### src/rtl/bcd_convp.sv
// Binary-to-ASCII-decimal converter: shift-add-3 engine (one bit per clock), then
// MSB-first digit streaming. Define BCD_CONVP_LZS_EN for leading-zero suppression.
module bcd_convp #(
  parameter int BIN_W  = 27,
  parameter int DIGITS = 8
) (
  input  logic             clk,
  input  logic             reset_n,
  input  logic             bin_req_pls,
  input  logic [BIN_W-1:0] bin_in,
  input  logic             next_quotient_pls,
  output logic [7:0]       dec_out,
  output logic             dec_valid,
  output logic             dec_last,
  output logic             busy,
  output logic             overflow,
  output logic             req_drop_pls,
  output logic [1:0]       state_dbg
);

  // Handshake: a digit is presented while dec_valid=1; a next_quotient_pls seen
  // with dec_valid=1 consumes it and the following digit appears after that edge.

  localparam int BCD_W = 4 * DIGITS;
  localparam int CW    = $clog2(BIN_W + 1);
  localparam int IW    = (DIGITS > 1) ? $clog2(DIGITS) : 1;
`ifdef BCD_CONVP_LZS_EN
  localparam bit LZS_EN = 1'b1;
`else
  localparam bit LZS_EN = 1'b0;
`endif

  typedef enum logic [1:0] {IDLE = 2'd0, CONV = 2'd1, OUT = 2'd2} state_t;

  state_t           state;
  logic [BIN_W-1:0] bin_sr;
  logic [BCD_W-1:0] bcd;
  logic [BCD_W-1:0] bcd_adj;
  logic [CW-1:0]    cnt;
  logic [IW-1:0]    idx;

  assign state_dbg = state;

  // Per-nibble +3 correction; each nibble is adjusted independently, no carries.
  always_comb begin
    bcd_adj = '0;
    for (int d = 0; d < DIGITS; d++) begin
      bcd_adj[4*d +: 4] = (bcd[4*d +: 4] >= 4'd5) ? bcd[4*d +: 4] + 4'd3 : bcd[4*d +: 4];
    end
  end

  function automatic logic [7:0] digit_char(input logic [BCD_W-1:0] b,
                                            input logic [IW-1:0]    i,
                                            input logic             ovf);
    logic [3:0] nib;
    logic       lz;
    nib = b[4*i +: 4];
    lz  = 1'b1;
    for (int j = DIGITS - 1; j >= 0; j--) begin
      if (j >= int'(i) && b[4*j +: 4] != 4'd0) lz = 1'b0;
    end
    // The least significant digit is always a numeral; overflow disables blanking.
    if (LZS_EN && lz && (i != '0) && !ovf) return 8'h20;
    return 8'h30 + {4'h0, nib};
  endfunction

  always_ff @(posedge clk or negedge reset_n) begin
    if (!reset_n) begin
      state        <= IDLE;
      bin_sr       <= '0;
      bcd          <= '0;
      cnt          <= '0;
      idx          <= '0;
      dec_out      <= 8'h00;
      dec_valid    <= 1'b0;
      dec_last     <= 1'b0;
      busy         <= 1'b0;
      overflow     <= 1'b0;
      req_drop_pls <= 1'b0;
    end else begin
      req_drop_pls <= bin_req_pls && (state != IDLE);
      case (state)
        IDLE: begin
          if (bin_req_pls) begin
            bin_sr   <= bin_in;
            bcd      <= '0;
            overflow <= 1'b0;
            cnt      <= '0;
            busy     <= 1'b1;
            state    <= CONV;
          end
        end
        CONV: begin
          if (cnt == CW'(BIN_W)) begin
            state     <= OUT;
            idx       <= IW'(DIGITS - 1);
            dec_out   <= digit_char(bcd, IW'(DIGITS - 1), overflow);
            dec_valid <= 1'b1;
            dec_last  <= (DIGITS == 1);
          end else begin
            bcd    <= {bcd_adj[BCD_W-2:0], bin_sr[BIN_W-1]};
            bin_sr <= {bin_sr[BIN_W-2:0], 1'b0};
            if (bcd_adj[BCD_W-1]) overflow <= 1'b1;
            cnt    <= cnt + 1'b1;
          end
        end
        OUT: begin
          if (next_quotient_pls && dec_valid) begin
            if (dec_last) begin
              state     <= IDLE;
              dec_valid <= 1'b0;
              dec_last  <= 1'b0;
              busy      <= 1'b0;
            end else begin
              idx      <= idx - 1'b1;
              dec_out  <= digit_char(bcd, idx - 1'b1, overflow);
              dec_last <= (idx == IW'(1));
            end
          end
        end
        default: state <= IDLE;
      endcase
    end
  end

endmodule

### config.mk
export PLATFORM = sky130hd
export DESIGN_NAME = bcd_convp
export DESIGN_NICKNAME = d
export VERILOG_FILES = /design/src/rtl/bcd_convp.sv
export SDC_FILE = /design/constraint.sdc
export NUM_CORES = 1
export LEC_CHECK = 0
export CORE_ASPECT_RATIO = 1.1
export CORE_UTILIZATION = 30
export DETAILED_ROUTE_END_ITERATION = 10
export PLACE_DENSITY_LB_ADDON = 0.3
export SYNTH_ARGS = -nofsm -noshare
export SYNTH_HDL_FRONTEND = slang
export SYNTH_SLANG_ARGS = --single-unit
### constraint.sdc
create_clock -name clk -period 3.8 [get_ports clk]
set_clock_uncertainty 0.2 [all_clocks]
set_input_delay 0.57 -clock clk [delete_from_list [all_inputs] [get_ports clk]]
set_output_delay 0.57 -clock clk [all_outputs]
set_load 0.05 [all_outputs]
-- After elaboration in Yosys (flattened, before gate mapping)
Cells that the tools add are included.
- word-level logic and storage cells: 101
- input port bits: 31
- register bits after elaboration: 82
- $lt $le $gt $ge: 8
- muxes and demuxes: 44
- eq/ne operators: 11
- reductions and logical operators: 14
- shift-type cells: 1
- add/subtract/negate cells: 12
- operators by type and width (kind ; number):
    32-bit 2-to-1 mux ; 2
    32-bit one-hot mux with 2 select lines ; 1
    27-bit 2-to-1 mux ; 2
    27-bit one-hot mux with 2 select lines ; 1
    4-bit by 2-bit adder with 4-bit output, second input constant ; 8
    4-bit by 3-bit greater-or-equal comparator with 1-bit output, second input constant ; 8
    4-bit 2-to-1 mux ; 8
    32-bit by 6-bit variable part select with 4-bit output ; 1
    8-bit 2-to-1 mux ; 3
    4-bit AND reduction ; 5
    8-bit one-hot mux with 2 select lines ; 1
    6-bit by 4-bit adder with 7-bit output, first input constant ; 2
    2-bit != test, second input constant ; 7
    1-bit 2-to-1 mux ; 10
    5-bit 2-to-1 mux ; 2
    5-bit one-hot mux with 2 select lines ; 1
    3-bit 2-to-1 mux ; 3
    2-bit 2-to-1 mux ; 4
    1-bit one-hot mux with 2 select lines ; 4
    2-bit nonzero test ; 4
    2-bit one-hot mux with 3 select lines ; 1
    3-bit one-hot mux with 2 select lines ; 1
    3-bit AND reduction ; 2
    5-bit by 1-bit adder with 5-bit output, second input constant ; 1
    7 further kinds ; 8

-- Longest topological paths before layout
- depth in word-level cells: 6
- gate-level depth with buffers: 9

-- Worst setup path before layout
No wires, ideal clock.
- path kind: reg-to-reg
- from: register state[1], in the netlist state_dbg[1]
- to: register bcd[24]
- path buffers: 2
- arrival time: 1.936 ns
- period minus slack after synthesis: 2.246 ns
- cell stages (with the launch flop): 8
- required time: 3.490 ns
- setup slack: 1.554 ns
- cell sequence: dfrtp_1 inv_1 ha_1 buf_4 and3b_2 a31oi_4 buf_6 o41ai_1
- cells in the longest elaborated chain, start to end: 3
- elaborated cells on any way between the ends: 7
- those cells by class: 3 x eq/ne; 1 x mux; 3 x reduce/logical
- RTL lines (element ; RTL line ; source):
    start: declaration ; 35 ; state_t state;
    start signal: assignment ; 69 ; state <= IDLE;
    start signal: assignment ; 90 ; state <= CONV;
    start signal: assignment ; 95 ; state <= OUT;
    2-bit by 1-bit == test with 1-bit output or 2-bit zero test (tied branches) ; 82 ; case (state)
    2-bit != test (no line) or 2-bit nonzero test (tied branches) ; -- ;
    3-bit AND reduction (no line) ; -- ;
    end signal: assignment ; 101 ; bcd <= {bcd_adj[BCD_W-2:0], bin_sr[BIN_W-1]};
    end: declaration ; 37 ; logic [BCD_W-1:0] bcd;
Several ways; a longest one is shown, not always the timed one.
A chain may end at the register's enable or synchronous reset.

-- Worst setup path after layout
- from: register state[1], in the netlist state_dbg[1]
- to: register bcd[28]
Same word-level chain as after synthesis.

==> metrics <==
status finished, final reports clean; minimum clock period 2.60 ns; maximum ir drop on the vdd rail 0.375 mV; Nets 510; CP max FO 43; Hold Buf Count CTS 0; critical path type reg -> reg; Seq cells post-synth 79; Avg Inst Size Synth 10.5 sq um; sequential area share after synthesis 44.6%; DRT Pass-1 Iters 4; Root Buffer Master clkbuf_16; Die Span Y 129 microns; total power 0.00430 W; antenna violations before repair 0; Worst-Margin Slew 1.04 ns; Multi-input gate area 2210 sq um; max frequency 384 MHz; WP data required 3.82 ns; final wirelength 9340 microns; Post-Synth Adder-Cell Area 6.50%; post-CTS setup buffers 0; Area Overhead vs Synth 19.6%; Slew HR 30.9%; Die Area 15300 sq um; HP Class in -> async; Mapped Cells 421; area share of and/or/nand/nor cells after synthesis 11.9%; pin count of the biggest net entering global routing 80; yosys warns 0; flop2flop setup slack 1.20 ns; CP startpoint kind register; number of global-route vias before repair 3143; Max Root-Sink Buffers 2; first-pass GRT wire length 16100 microns; ANT cells 0; Setup Viol. Count Final 0; post-CTS sizing 0; I/O pin count 46; Power Dens Cells 813 nW/um^2; post-synthesis cell area 4430 sq um; residual antenna-violating net count after detailed routing 0; clk sink count 79; Detailed Route Iter0 Violations 128; combinational family with the most area after synthesis compound AO/OA/AOI/OAI gates; Leak 2.23 nW; Worst-Skew Late Latency 0.34 ns; Wirelength per Cell 14.3 microns; Via density 4.91; All-Layer GR Usage 13.3%; Placed Cells 637; die width 118 microns; # DRC 0; hold slack 0.181 ns; core outline area 14400 sq um; DP Wirelength 6250 microns; global route total overflow 0; mux share of post-synthesis cell area 12.9%; port bufs 43; xor and xnor area share after synthesis 3.56%; fillers 1453; share of layout cells above drive strength 1 9.54%; number of synthesized flops with an enable pin 0; Sequential Area 1980 sq um; Starting Density 30.8%; Cell variety after synth 51; H-tree depth 3; asr flop ratio synth 100%; final hold violations 0; Setup crit end kind register; unrepaired setup endpoints after global routing no; vias after detailed routing 3205; Clock transition at path regs 0.06 ns; Max Cap Viol 0; Synth Area in Compound Gates 14.7%; final core utilization 36.8%; setup TNS 0 ns; final std cells w/o fill 653; Final period util 68.5%; Critical Path AT 2.63 ns; CTS Buf Count 9; Final Slew Violations 0; CTS tree done; FF-to-FF path depth 5; Most used DFF post-synth dfrtp_1; FP Rows 46; gpl congestion 0.778
routing by layer:
| layer | share of wire, % | GRT usage, % | vias to the layer above |
|---|---|---|---|
| met5 | 0 | 0 | - |
| met4 | 1.7 | 5.66 | 0 |
| met3 | 3.5 | 2.68 | 13 |
| met2 | 47 | 21.5 | 62 |
| met1 | 48 | 17.4 | 1560 |
| li1 | - | - | 1570 |
cell families after synthesis:
logic type | after synthesis
compound gates | 100
simple gates | 107
fa+ha+maj | 23
xor+xnor | 18
flops | 79
mux | 46
buf+inv | 47
other cells | 1
state kept, by name, summed over array words and instances, names as in the netlist:
name / count
bin_sr: 27
dec_valid: 1
idx: 3
bcd: 32
busy: 1
dec_out: 5
req_drop_pls: 1
cnt: 5
state_dbg: 2
overflow: 1
dec_last: 1
power by group:
group,switching [W],total (W),internal (W)
clock,0.000351,0.000924,0.000573
sequential,0.000268,0.00144,0.00117
combinational,0.00115,0.00194,0.000794
total,0.00177,0.00430,0.00253
synthesized netlist by cell type (4+ instances only):
cell type	count	area (sq um)
ha_1	23	288
xnor2_1	9	78.8
mux2_2	8	90.1
buf_4	4	30.0
nand2_1	52	195
a32o_1	4	40.0
nor2_1	8	30.0
nand2b_1	10	62.6
o32ai_1	4	35.0
o31ai_1	8	60.1
xor2_1	9	78.8
nand3_1	15	75.1
mux2i_1	30	300
nand4_1	7	43.8
buf_2	9	45.0
a21oi_1	13	65.1
mux4_2	8	180
o21ai_0	43	215
o22ai_1	4	25.0
buf_6	6	67.6
dfrtp_1	79	1980
inv_1	21	78.8
layout make-up:
type	count	area share, %
well taps	192	4.54
clock buffers	10	4.33
inverters	23	1.63
flip-flops and latches	79	37.3
repair buffers	47	8.89
multi-input cells	296	41.7
clock inverters	6	1.61
metrics by stage:
step	setup WS (ns)	cell area [sq um]
after global routing	0.992	5290
after detailed placement	1.05	4980
after floorplan	1.55	4430
after CTS	1.15	5290
after global placement	1.15	4980
final	1.20	5290
worst max-delay path: stages (launching register included):
cell and delay (ns):
dfrtp_1 0.41, inv_1 0.11, ha_2 0.19, buf_4 0.54, clkinv_1 0.55, o41ai_1 0.46
cells in the final DEF (no fill, tap or decap), drive strengths merged, types with 3 or more instances in the layout:
cell type      synthesis  final
ha                    23     23
nand2                 52     52
a21boi                 3      3
dfrtp                 79     79
nand4                  7      7
buf                   19      5
a21oi                 13     13
and3                   3      3
mux2i                 30     30
nand3                 15     15
o21ai                 46     46
clkdlybuf4s50          0     42
nand2b                10     10
nor2                   8      8
inv                   22     22
mux4                   8      8
xnor2                  9      9
o22ai                  4      4
a31oi                  4      4
mux2                   8      8
a22o                   3      3
clkinv                 1      3
o31ai                  8      8
and2                   3      3
xor2                   9      9
o32ai                  4      4
a32o                   4      4
clkbuf                 5     10
worst paths after layout:
kind                         endpoint          from
min                        bin_sr[17]       reset_n
max in group asynchronous      bcd[0]       reset_n
max                           bcd[28]  state_dbg[1]
min in group clk           bin_sr[24]    bin_sr[24]
max reg2reg                   bcd[28]  state_dbg[1]
min reg2reg                bin_sr[24]    bin_sr[24]
(Power assumes the default switching activity.)
==> patch 1 (same settings) <==
The parameter `DIGITS` goes from 8 to 16.
--- a/src/rtl/bcd_convp.sv
+++ b/src/rtl/bcd_convp.sv
@@ -4,3 +4,3 @@
   parameter int BIN_W  = 27,
-  parameter int DIGITS = 8
+  parameter int DIGITS = 16
 ) (
Formal check against the unedited RTL: no difference found for any inputs over 10 cycles, from zero or initial values and one cycle with reset_n low; that may be too few to reach the edited logic, so the function may still have changed.
==> patch 1 against the unedited design <==
- worst hold slack improved by 0.12 ns
- area after synthesis rose by 47%
- synthesized cell count rose by 57%
- largest cell class unchanged
- sequential cell count rose by 33
- cell area rose by 42%
- clock power rose by 0.9%
- count of clock-buffer cells in the layout rose by 4
- register-to-register slack barely moved
- combinational power rose by 64%
- wire length rose by 68%
- highest routed layer unchanged
- worst setup slack got worse by 0.090 ns
- critical path type is now flip-flop to primary output
- total power rose by 48%
- sequential share of layout area fell by 0.10 points
- global-route usage rose by 1.8 points
==> patch 1: results (changes against the unedited design) <==
capturing point of the worst reg2reg path dec_out[1]; Worst R2R Start idx[1]; DP HPWL 10.4 mm (+67%); layout cells sized above 1 0.0929 (-0.00256); XOR/XNOR Fraction of Synth Area 0.0508 (+0.0152); gpl congestion 0.762 (-2.1%); CP max stage cell clkdlybuf4s50_1; clk slew on worst S/H paths 0.08 ns (+0.02 ns); largest net degree at the start of global routing 85 (+6.3%); Die X 143 um (+21%); area of the multi-input gates 3400 um2 (+54%); non-clk buf share 0.0708 (-0.0180); drt total wl 15.7 mm (+68%); first-pass GRT wire length 26.2 mm (+63%); initial antenna violation count 0 (unchanged); met3 Resource Use GR 0.0278 (+0.000997); Peak supply drop 362 uV (-3.6%); Seq/Total Area, Yosys 0.430 (-0.0168); met3 wire length 476 um (+46%); vias per cell 5.02 (+2.3%); routed wl met2 7.45 mm (+69%); invs w/o clock 37 (+61%); CLK BUF 14 (+4); clock network share of area 0.0381 (-0.0213); dominant cells by area after synthesis dfrtp_1 (43%), ha_1 (6.7%), o21ai_0 (5.6%); Post-Synth Adder-Cell Area 0.0671 (+0.00215); Cell variety after synth 43 (-16%); CP max stage delay 0.90 ns (+0.35 ns); Fillers 2178 (+50%); Worst Hold Class flip-flop to flip-flop; crit path max fanout 14 (-67%); fraction of synthesized area in multiplexers 0.101 (-0.0279); Max-slew headroom 0.385 (+0.0761); comb_multi_in 469 (+58%); R2R Setup Slk 1.20 ns (about the same); Sink Count 112 (+42%); Static Leak 3.13 nW (+40%); GR Layer Usage met2 0.251 (+0.0359); Initial DRC Count 303 (+140%); Clock Latency Late Sink 0.36 ns (+0.02 ns); post-synthesis compound-gate area fraction 0.158 (+0.0107); vias in the first global route 4924 (+57%); Worst Path Arrival 1.92 ns (-0.71 ns); Setup crit end state_dbg[1]; register area 2800 um2 (+42%); status finished, final reports clean; worst reg2reg path depth 7 (+2); FFs w/ async S/R, synth 1.00 (unchanged); power density cells 849 nW/um2 (+4.4%); overall routing resource usage 0.151 (+0.0181); nonclk buf count 55 (+17%); final layout net count 750 (+47%); most common library cells after synthesis dfrtp_1 (112), o21ai_0 (73), nand2_1 (62)
patch 1: what timing repair did:
action,in CTS,in global routing
setup buffers,0,0
hold endpoints to repair,29,0
hold buffers,1,0
patch 1: logic make-up after synthesis:
kind of cell | after synthesis
XOR/XNOR | 37
AO/OA/AOI/OAI | 166
other | 1
multiplexers | 40
AND/OR/NAND/NOR | 189
buffers and inverters | 79
adder cells (fa/ha/maj) | 35
flip-flops | 112
patch 1: where the power goes:
part | internal [W] | switching [W]
clock | 0.000499 | 0.000433
sequential | 0.00174 | 0.000534
combinational | 0.00141 | 0.00178
total | 0.00364 | 0.00274
patch 1: per-stage QoR:
step | hold WS [ns] | setup WS, ns | instances
final | 0.299 | 1.11 | 979
after global routing | 0.341 | 1.01 | 979
after CTS | 0.305 | 1.12 | 979
after detailed placement | 0.281 | 0.953 | 962
after global placement | 0.274 | 0.989 | 962
after floorplan | 0.0744 | 1.29 | 660
==> patch 2 (config.mk and constraints unchanged) <==
Made on the original files. Reset style: synchronous (`reset_n`), changed in one clocked block.
--- a/src/rtl/bcd_convp.sv
+++ b/src/rtl/bcd_convp.sv
@@ -66,3 +66,3 @@
 
-  always_ff @(posedge clk or negedge reset_n) begin
+  always_ff @(posedge clk) begin
     if (!reset_n) begin
Check against the original RTL: differs if reset_n is asserted again (counterexample within 4 cycles, from zero or initial values and one cycle with reset_n low); with reset_n held inactive, the same outputs for 10 cycles.
==> patch 2 against the unedited design <==
- wire length rose by 9.0%
- sequential cell count did not move
- cell area fell by 5.5%
- area after synthesis fell by 6.0%
- worst setup slack got worse by 0.10 ns
Power is not compared: it rests on default switching activity, and its combinational part moved more than twofold at a synthesized area within 25%.
==> patch 2: results (changes against the unedited design) <==
Cell variety after synth 46 (-9.8%); DR WL/cell 14.3 um (-0.15%); most used flip-flop cell after synthesis dfxtp_1; via count 3613 (+13%); drt total wl 10.2 mm (+9.0%); Synth Warn # 0 (unchanged); status finished, final reports clean; Seq/Total Area, Yosys 0.380 (-0.0665); final layout net count 575 (+13%); H-tree Lvls 3 (unchanged); clk slew on worst S/H paths 0.06 ns (about the same); Worst Path Arrival 2.75 ns (+0.12 ns); Peak supply drop 210 uV; Initial DRC Count 263 (+110%); detailed-router iteration count before antenna repair 5 (+1); overall routing resource usage 0.150 (+0.0171); syn_area_per_cell 8.39 um2 (-20%); gpl congestion 0.791 (+1.7%); worst-margin pin slew 1.16 ns (+0.119 ns); DRC 0 (unchanged); Num CTS Buffers 9 (unchanged); Worst Hold Class flip-flop to flip-flop; biggest regs bcd x32, bin_sr x27; Post-CTS Setup Inserts 0 (unchanged); ANT cells 0 (unchanged); largest net degree at the start of global routing 50 (-38%); most common library cells after synthesis dfxtp_1 (79), nand2_1 (70), nor2_1 (56); DP HPWL 6.67 mm (+6.7%); dominant cells by area after synthesis dfxtp_1 (38%), nand2_1 (6.3%), ha_1 (5.7%); Static Leak 1.77 nW; crit path max fanout 49 (+14%); IO buf count 43 (unchanged); clk buf depth 2 (unchanged); Root Driver clkbuf_16; layout cells sized above 1 0.0756 (-0.0198); Clock Latency Late Sink 0.34 ns (about the same); initial antenna violation count 0 (unchanged); FFs w/ async S/R, synth 0 (-1.00); placed cells 698 (+9.6%); first-pass GRT wire length 17.1 mm (+6.3%); post-cts resize count 0 (unchanged); vias in the first global route 3477 (+11%)
-- patch 2: cells by family (layout without fill, tap and decap cells) --
group	count (synthesis)	after routing	synth area share
flops	79	79	0.380
other cells	1	2	0.000901
mux	8	8	0.0433
simple gates	192	192	0.212
buf+inv	56	88	0.0616
xor+xnor	18	18	0.0379
compound gates	123	123	0.207
fa+ha+maj	19	19	0.0571
-- patch 2: metrics by stage --
stage | utilization | area, um2 | total power (W) | worst slack [ns]
2_1_floorplan | - | 4170 | 0.00104 | 1.61
3_3_place_gp | 0.353 | 4720 | 0.00111 | 0.951
3_5_place_dp | 0.353 | 4720 | 0.00112 | 0.874
4_1_cts | 0.374 | 5000 | 0.00194 | 1.05
5_1_grt | 0.374 | 5000 | 0.00200 | 0.793
6_report | 0.374 | 5000 | 0.00192 | 1.10
-- patch 2: cell type report --
cell class	instances	area, um2
Multi-Input combinational cell	362	2330
Tap cell	184	230
Sequential cell	79	1580
Timing Repair Buffer	52	498
Fill cell	1376	8370
Clock buffer	12	267
Clock inverter	3	17.5
Inverter	21	78.8
-- patch 2: metal layers --
metal	part of all wire	vias up	GRT usage
met1	0.47	1711	0.197
met2	0.46	76	0.243
met5	0	-	0
li1	-	1815	-
met4	0.010	0	0.0344
met3	0.056	11	0.0417
-- patch 2: power breakdown --
group	switching, W	internal [W]
Sequential	0.0000194	0.000864
Clock	0.000332	0.000490
Combinational	0.000135	0.0000810
Total	0.000486	0.00143
-- patch 2: worst max-delay path, cell delays in order (launching register included) --
cell,delay (ns)
dfxtp_1,0.34
ha_1,0.25
and4b_1,0.27
o21ai_4,0.89
buf_4,0.34
nor2_1,0.06
a311oi_1,0.25
-- patch 2: worst paths after layout --
kind / slack, ns / cells after the start / to / start
worst max-delay path: 1.10 / 6 / bin_sr[7] / cnt[0]
worst min register to register: 0.27 / 2 / bin_sr[4] / bin_sr[3]
worst max register to register: 1.10 / 6 / bin_sr[7] / cnt[0]
worst min-delay path: 0.27 / 2 / bin_sr[4] / bin_sr[3]
